--- src/rtl/lsu_pkg.sv ---
// Shared types and helpers for the load/store unit: size codes, FSM state,
// access context, legality check and byte-strobe generation.
package lsu_pkg;

  localparam logic [1:0] SZ_B = 2'b00;
  localparam logic [1:0] SZ_H = 2'b01;
  localparam logic [1:0] SZ_W = 2'b10;
  localparam logic [1:0] SZ_D = 2'b11;

  typedef enum logic [1:0] {
    S_IDLE = 2'b00,
    S_REQ  = 2'b01,
    S_DONE = 2'b10
  } lsu_state_e;

  // Per-access context captured when a request is accepted.
  typedef struct packed {
    logic       ld;
    logic [2:0] off;
    logic [2:0] funct3;
  } lsu_ctx_t;

  // Conflicting controls, unsigned stores, funct3=111 loads, or a size
  // that does not divide the byte offset.
  function automatic logic lsu_illegal(input logic rd, input logic wr,
                                       input logic [2:0] f3, input logic [2:0] off);
    logic bad;
    bad = rd & wr;
    if (wr & f3[2])           bad = 1'b1;
    if (rd & (f3 == 3'b111))  bad = 1'b1;
    case (f3[1:0])
      SZ_H:    bad = bad | off[0];
      SZ_W:    bad = bad | (|off[1:0]);
      SZ_D:    bad = bad | (|off);
      default: ;
    endcase
    return bad;
  endfunction

  // Byte-enable pattern for a size at a given byte offset.
  function automatic logic [7:0] lsu_strobe(input logic [1:0] sz, input logic [2:0] off);
    logic [7:0] s;
    case (sz)
      SZ_B:    s = 8'h01 << off;
      SZ_H:    s = 8'h03 << off;
      SZ_W:    s = 8'h0F << off;
      default: s = 8'hFF;
    endcase
    return s;
  endfunction

endpackage

--- src/rtl/lsu_data_align.sv ---
// Combinational lane steering: store data/strobe shift toward the byte
// offset, load data shift down then sign/zero extension to 64 bits.
module lsu_data_align
  import lsu_pkg::*;
(
  input  logic [2:0]  off,
  input  logic [2:0]  funct3,
  input  logic [63:0] wdata,
  input  logic [63:0] bus_rdata,
  output logic [63:0] wdata_sh,
  output logic [7:0]  wstrb,
  output logic [63:0] rdata_ext
);

  logic [63:0] rsh;
  logic        uns;

  assign uns = funct3[2];

  // Store lanes and load extraction share the same byte offset.
  always_comb begin
    wdata_sh  = wdata << {off, 3'b000};
    wstrb     = lsu_strobe(funct3[1:0], off);
    rsh       = bus_rdata >> {off, 3'b000};
    rdata_ext = bus_rdata;
    case (funct3[1:0])
      SZ_B:    rdata_ext = uns ? {56'd0, rsh[7:0]}  : {{56{rsh[7]}},  rsh[7:0]};
      SZ_H:    rdata_ext = uns ? {48'd0, rsh[15:0]} : {{48{rsh[15]}}, rsh[15:0]};
      SZ_W:    rdata_ext = uns ? {32'd0, rsh[31:0]} : {{32{rsh[31]}}, rsh[31:0]};
      default: rdata_ext = bus_rdata;
    endcase
  end

endmodule

--- src/rtl/load_store_unit.sv ---
// Multi-cycle RV64I load/store unit: one access per request over a
// req/ack word bus, with abort on illegal/misaligned access or timeout.
module load_store_unit
  import lsu_pkg::*;
#(
  parameter int TIMEOUT = 16
) (
  input  logic        clk,
  input  logic        rst_n,
  input  logic        mem_read,
  input  logic        mem_write,
  input  logic [63:0] addr,
  input  logic [63:0] wdata,
  input  logic [2:0]  funct3,
  output logic [63:0] rdata,
  output logic        done,
  output logic        err,
  output logic        stall,
  output logic        mem_req,
  output logic        mem_we,
  output logic [63:0] mem_addr,
  output logic [63:0] mem_wdata,
  output logic [7:0]  mem_wstrb,
  input  logic [63:0] mem_rdata,
  input  logic        mem_ack
);

  localparam int CW = $clog2(TIMEOUT + 1);
  localparam logic [CW-1:0] TMO_LAST = CW'(TIMEOUT - 1);

  lsu_state_e  state;
  lsu_ctx_t    ctx;
  logic [CW-1:0] tmo_cnt;
  logic [2:0]  sel_off, sel_f3;
  logic [63:0] wdata_sh, rdata_ext;
  logic [7:0]  wstrb;
  logic        req_any, illegal;

  assign req_any = mem_read | mem_write;
  assign illegal = lsu_illegal(mem_read, mem_write, funct3, addr[2:0]);
  assign stall   = req_any & ~done;

  // The aligner sees live inputs while accepting, the captured context afterwards.
  always_comb begin
    sel_off = (state == S_IDLE) ? addr[2:0] : ctx.off;
    sel_f3  = (state == S_IDLE) ? funct3    : ctx.funct3;
  end

  lsu_data_align u_align (
    .off       (sel_off),
    .funct3    (sel_f3),
    .wdata     (wdata),
    .bus_rdata (mem_rdata),
    .wdata_sh  (wdata_sh),
    .wstrb     (wstrb),
    .rdata_ext (rdata_ext)
  );

  // Access FSM with registered bus and completion outputs.
  always_ff @(posedge clk) begin
    if (!rst_n) begin
      state     <= S_IDLE;
      ctx       <= '0;
      tmo_cnt   <= '0;
      mem_req   <= 1'b0;
      mem_we    <= 1'b0;
      mem_addr  <= '0;
      mem_wdata <= '0;
      mem_wstrb <= '0;
      rdata     <= '0;
      done      <= 1'b0;
      err       <= 1'b0;
    end else begin
      done <= 1'b0;
      case (state)
        S_IDLE: begin
          if (req_any) begin
            ctx <= '{ld: mem_read, off: addr[2:0], funct3: funct3};
            if (illegal) begin
              state <= S_DONE;
              done  <= 1'b1;
              err   <= 1'b1;
            end else begin
              state     <= S_REQ;
              err       <= 1'b0;
              tmo_cnt   <= '0;
              mem_req   <= 1'b1;
              mem_we    <= mem_write;
              mem_addr  <= {addr[63:3], 3'b000};
              mem_wdata <= wdata_sh;
              mem_wstrb <= mem_write ? wstrb : 8'h00;
            end
          end
        end
        S_REQ: begin
          if (mem_ack) begin
            mem_req <= 1'b0;
            mem_we  <= 1'b0;
            if (ctx.ld) rdata <= rdata_ext;
            done    <= 1'b1;
            state   <= S_DONE;
          end else if (tmo_cnt == TMO_LAST) begin
            mem_req <= 1'b0;
            mem_we  <= 1'b0;
            rdata   <= '0;
            done    <= 1'b1;
            err     <= 1'b1;
            state   <= S_DONE;
          end else begin
            tmo_cnt <= tmo_cnt + 1'b1;
          end
        end
        S_DONE: begin
          err   <= 1'b0;
          state <= S_IDLE;
        end
        default: state <= S_IDLE;
      endcase
    end
  end

endmodule

--- config.mk ---
export PLATFORM = sky130hd
export DESIGN_NAME = load_store_unit
export DESIGN_NICKNAME = d
export VERILOG_FILES = /design/src/rtl/lsu_pkg.sv /design/src/rtl/lsu_data_align.sv /design/src/rtl/load_store_unit.sv
export SDC_FILE = /design/constraint.sdc
export NUM_CORES = 1
export LEC_CHECK = 0
export CORE_ASPECT_RATIO = 1.5
export CORE_MARGIN = 2
export CORE_UTILIZATION = 45
export CTS_CLUSTER_DIAMETER = 80
export DETAILED_ROUTE_END_ITERATION = 7
export HOLD_SLACK_MARGIN = 0.06
export PLACE_DENSITY = 0.8
export SLEW_MARGIN = 10
export SYNTH_ARGS = -nofsm -noshare
export SYNTH_HDL_FRONTEND = slang
export SYNTH_SLANG_ARGS = --single-unit
--- constraint.sdc ---
create_clock -name clk -period 3.5 [get_ports clk]
set_input_delay 0.525 -clock clk [delete_from_list [all_inputs] [get_ports clk]]
set_output_delay 0.525 -clock clk [all_outputs]
set_load 0.03 [all_outputs]
==> After elaboration in Yosys (flattened, before gate mapping) <==
Cells that the tools add are included.
{ "word_totals": {"register_bits": 215, "latchBits": 0, "ramBits": 0, "romBits": 0, "in_bits": 200, "output_inout_bits": 205, "elab_cells": 100, "n_memories": 0} }
{ "classes": {"n_addsub": 1, "mul": 0, "n_div": 0, "order_cmp": 0, "eq_ne": 16, "shifts": 5, "muxes": 41, "bitwise_logic": 10, "reduce_logical": 14} }
{ "ops": {"columns": ["cell", "n"], "rows": [
  ["2-to-1 mux 64 bit", 6],
  ["one-hot mux 64 bit (3 select lines)", 1],
  ["<< shifter 64 x 6 -> 64 bit", 1],
  ["right shift 64 x 6 -> 32 bit", 1],
  ["one-hot mux 8 bit (3 select lines)", 1],
  ["2-to-1 mux 5 bit", 4],
  ["2-to-1 mux 1 bit", 15],
  ["inequality test 2 bit (second input constant)", 5],
  ["one-hot mux 5 bit (2 select lines)", 1],
  ["equality test 2 bit (second input constant)", 4],
  ["2-to-1 mux 2 bit", 4],
  ["2-to-1 mux 8 bit", 1],
  ["AND reduction 4 bit", 2],
  ["<< shifter 1 x 3 -> 8 bit (first input constant)", 1],
  ["<< shifter 2 x 3 -> 8 bit (first input constant)", 1],
  ["<< shifter 4 x 3 -> 8 bit (first input constant)", 1],
  ["equality test 2 x 1 -> 1 bit (second input constant)", 3],
  ["2-to-1 mux 3 bit", 2],
  ["one-hot mux 1 bit (2 select lines)", 3],
  ["one-hot mux 1 bit (3 select lines)", 2],
  ["AND reduction 3 bit", 2],
  ["adder 5 x 1 -> 5 bit (second input constant)", 1],
  ["equality test 5 x 4 -> 1 bit (second input constant)", 1],
  ["AND reduction 5 bit", 1],
  ["other kinds (13)", 23]
]} }

==> Depth between registers and ports, before layout <==
{ "depth": {"ltp_word": 8, "depth_mapped": 14, "depth_no_buf": 11} }

==> Cells and area by module <==
Synthesis repeated with hierarchy kept, for this count alone.
{ "hier_totals": {"cells_unflattened": 1513, "hier_area_um2": 12265.5} }
{ "by_module_without_submodules": {"columns": ["module", "n_inst", "cells_per_inst", "area_each_um2", "seq_area_each_um2"], "rows": [
  ["load_store_unit", 1, 993, 7871.3, 4304.1],
  ["lsu_data_align", 1, 520, 4394.2, 0.0]
]} }

==> Worst setup path after synthesis <==
Ideal clock, no wire load.
{ "synth_timing": {"path_kind": "flip-flop to flip-flop", "from": "reg state[0]", "to": "reg rdata[27]", "setup_ns": 0.131, "t_arrival_ns": 2.682, "t_required_ns": 3.369, "slack_ns": 0.687, "stages_incl_launch_ff": 13, "path_buffers": 4, "period_less_slack_ns": 2.813, "cell_sequence": "dfxtp_1 inv_1 ha_1 buf_6 clkbuf_1 mux2_2 ha_1 clkbuf_1 and2_1 clkbuf_1 a32o_1 nor3b_1 a22oi_2"} }
{ "synth_via": {"elab_chain_len": 7, "word_cells_on_any_way": 15, "classes_between": "eq/ne: 3; shift: 1; mux: 8; reduce/logical: 3"} }
{ "synth_rtl": {"columns": ["item", "line", "rtl"], "rows": [
  ["start, declared", "load_store_unit.sv:31", "lsu_state_e state;"],
  ["start signal, assigned", "load_store_unit.sv:62", "state <= S_IDLE;"],
  ["start signal, assigned", "load_store_unit.sv:80", "state <= S_DONE;"],
  ["start signal, assigned", "load_store_unit.sv:84", "state <= S_REQ;"],
  ["logical NOT 2 bit", "load_store_unit.sv:45, load_store_unit.sv:46", null],
  ["2-to-1 mux 3 bit", "load_store_unit.sv:45", "sel_off = (state == S_IDLE) ? addr[2:0] : ctx.off;"],
  ["right shift 64 x 6 -> 32 bit", "lsu_data_align.sv:24", "rsh = bus_rdata >> {off, 3'b000};"],
  ["2-to-1 mux 64 bit (on tied branches)", "lsu_data_align.sv:29, lsu_data_align.sv:27, lsu_data_align.sv:28", null],
  ["one-hot mux 64 bit (3 select lines)", "lsu_data_align.sv:26", "case (funct3[1:0])"],
  ["2-to-1 mux 64 bit", "load_store_unit.sv:99", "if (ctx.ld) rdata <= rdata_ext;"],
  ["2-to-1 mux 64 bit", "load_store_unit.sv:96", "if (mem_ack) begin"],
  ["end signal, assigned", "load_store_unit.sv:99", null],
  ["end, declared", "load_store_unit.sv:15", "output logic [63:0] rdata,"]
]} }
Parallel ways exist; a longest one is shown, timed or not. The select of a mux whose other input is x is not followed.
A chain may end at the register's enable or synchronous reset.

==> Final worst setup path <==
{ "layout_timing": {"from": "reg state[0]", "to": "reg rdata[51]"} }
Same word-level chain as after synthesis.

==> qor.yml <==
timing:
  fmax_ghz: 0.302
  finClkSkew_ns: 0.00799
  setup_tns_ns: 0
  rsz0062_at_grt: "no"
  period_minus_slack_ns: 3.31
  hold_viol_final: 0
  timing.final.crit_share_pct: 94.6
  slew_viol_final: 0
  tightest_slew_ns: 0.810
  slew-limit-headroom_pct: 46.0
  setup_viol: 0
  whs_ns: 0.453
grt:
  grt_pass1_vias: 12500
  antenna_found_initial: 2
  grt_usage_pct: 34.3
  grt.overflow.total: 0
  grt_max_degree: 151
  grt_pass1_wl_um: 71000
hold_path:
  min_path_cells: 2
  worstHoldEndpoint: "mem_addr[36]"
  hp-class: "reg2reg"
  min_from: "mem_addr[36]"
power:
  peakVddDrop_v: 0.000420
  leakagePower_nw: 6.05
  powerDensity_mw_per_mm2: 462
synthesis:
  ys_seq_area_share_pct: 38.0
  ys_ff_latch: 215
  yosysUniqueCellTypes: 63
  syn_inst: 1441
  synth_flop_cell: "dfxtp_1"
  yosysWarnings: 0
  syn_area_mm2: 0.0113
  synth_edf_count: 0
  async_flop_share_pct: 0
  avgSynthCellArea_um2: 7.87
final_layout:
  final_nets: 1996
  layout_commonest_cell: "clkdlybuf4s50_1"
  final_cell_mix: "clkdlybuf4s50_1, nand2_1, dfxtp_1, a21oi_1, nor2_1"
  multi_input_area_mm2: 0.00648
  utilization_pct: 65.8
  area_growth_pct: 44.9
  ff_latch_area_mm2: 0.00430
  nFillCells: 2128
  drive_gt1_share_pct: 6.55
critical_path:
  rr_worst_depth: 9
  crit_path_end_kind: "flip-flop"
  critPathLaunchType: "flip-flop"
  critical_path.startpoint: "state[0]"
  r2r-end: "rdata[51]"
  crit_arrival_ns: 3.71
  critPathKind: "reg2reg"
  r2r-start: "state[0]"
  crit_fanout: 16
  rrSetupSlack_ns: 0.19
  required_ns: 3.90
route:
  detail_route.iter0.violations: 1091
  drc: 0
  ant_nets: 0
  viasPerCell: 6.05
  first_pass_iters: 5
  wl_per_cell_um: 22.5
  via_count: 12900
  drt_wl_total_um: 48000
placement:
  port_buffers: 401
  gp_congestion: 0.979
  place_hpwl_um: 35300
clocking:
  cts_buffers: 23
  cts_tree: "yes"
  cts.sinks: 215
  cts_buffer_depth: 3
  hold_buffers: 0
  root_buffer: "clkbuf_16"
  clk_pin_slew_ns: 0.06
  post-cts-setup-buffers: 0
  htree_levels: 1
  cts_resized: 0
  clk_latency_ns: 0.52
run:
  cap_violations: 0
floorplan:
  ios: 405
  dieHeight_um: 198
  dieArea_mm2: 0.0265
  start_util_pct: 45.4
  row_count: 71
  coreArea_mm2: 0.0250
  die-width_um: 134
run_status:
  outcome: "finished clean"
==> power by group <==
part | internal [W] | total (W) | switching [W]
combinational | 0.000975 | 0.00253 | 0.00155
clock | 0.00139 | 0.00242 | 0.00103
sequential | 0.00257 | 0.00265 | 0.0000786
total | 0.00494 | 0.00760 | 0.00266
==> state kept, by name, summed over array words and instances (netlist names) <==
signal	flops
mem_addr	61
mem_wstrb	8
mem_we	1
mem_wdata	64
ctx	7
err	1
state	2
tmo_cnt	5
mem_req	1
done	1
rdata	64
==> cell families after synthesis <==
logic type	share of synthesized area, %
AO/OA/AOI/OAI	24.1
XOR/XNOR	0.0773
adder cells (fa/ha/maj)	1.10
buffers and inverters	5.56
flip-flops	38.0
multiplexers	8.79
other	0.0331
AND/OR/NAND/NOR	22.3
==> cell type report <==
class,count,share of cell area (%)
inverter,8,0.198
multi-input combinational,1091,39.5
antenna,3,0.0457
timing repair buffer,447,27.1
clock inverter,7,0.411
clock buffer,34,4.06
tap,328,2.50
sequential,215,26.2
==> worst max-delay path by stage <==
stage                 to  slack (ns)  depth (start not counted)
3_3_place_gp    rdata[0]        0.18                          9
2_1_floorplan  rdata[27]        0.69                         12
6_report       rdata[51]        0.19                          9
3_5_place_dp   rdata[43]        0.12                          9
5_1_grt        rdata[61]        0.06                          9
4_1_cts        rdata[51]        0.10                          9
==> worst max-delay path: stages, from the launching register on <==
cell	delay [ns]
dfxtp_1	0.33
inv_1	0.08
ha_1	0.44
buf_4	0.30
mux2_2	0.53
nor2_4	0.31
a32oi_1	0.24
nand2_2	0.26
nand4_4	0.31
a32o_1	0.38
==> synthesized netlist by cell type (all sizes together), types with 6 or more instances <==
cell type / instances / area (um^2)
mux2i: 79 / 802
nor3b: 7 / 52.6
nor3: 26 / 130
dfxtp: 215 / 4300
a32o: 39 / 390
o21ai: 63 / 315
mux2: 9 / 105
a21oi: 142 / 711
a31oi: 12 / 75.1
a311oi: 13 / 114
nand2: 333 / 1250
nand2b: 40 / 250
inv: 8 / 30.0
nor2: 86 / 338
buf: 38 / 255
a221oi: 21 / 190
a22oi: 24 / 210
a311o: 6 / 60.1
a211oi: 10 / 75.1
a21o: 9 / 67.6
ha: 10 / 125
nand3: 77 / 385
clkbuf: 92 / 345
a221o: 13 / 130
a32oi: 14 / 123
==> stage by stage <==
| step | total power (W) | cell area (um^2) | setup slack [ns] | std cells |
|---|---|---|---|---|
| final | 0.00760 | 16400 | 0.189 | 2133 |
| after global routing | 0.00788 | 16400 | 0.0638 | 2132 |
| after CTS | 0.00756 | 16400 | 0.101 | 2129 |
| after detailed placement | 0.00515 | 15700 | 0.124 | 2088 |
| after global placement | 0.00513 | 15700 | 0.182 | 2088 |
| after floorplan | 0.00420 | 11300 | 0.687 | 1443 |
==> metal layers <==
metal,track usage [%],up-vias,wire [um]
li1,-,5875,-
met4,21.3,0,3540
met5,0,-,0
met1,35.7,6100,16400
met2,61.8,741,23900
met3,8.08,189,4250
Power figures use the tool's default switching activity.
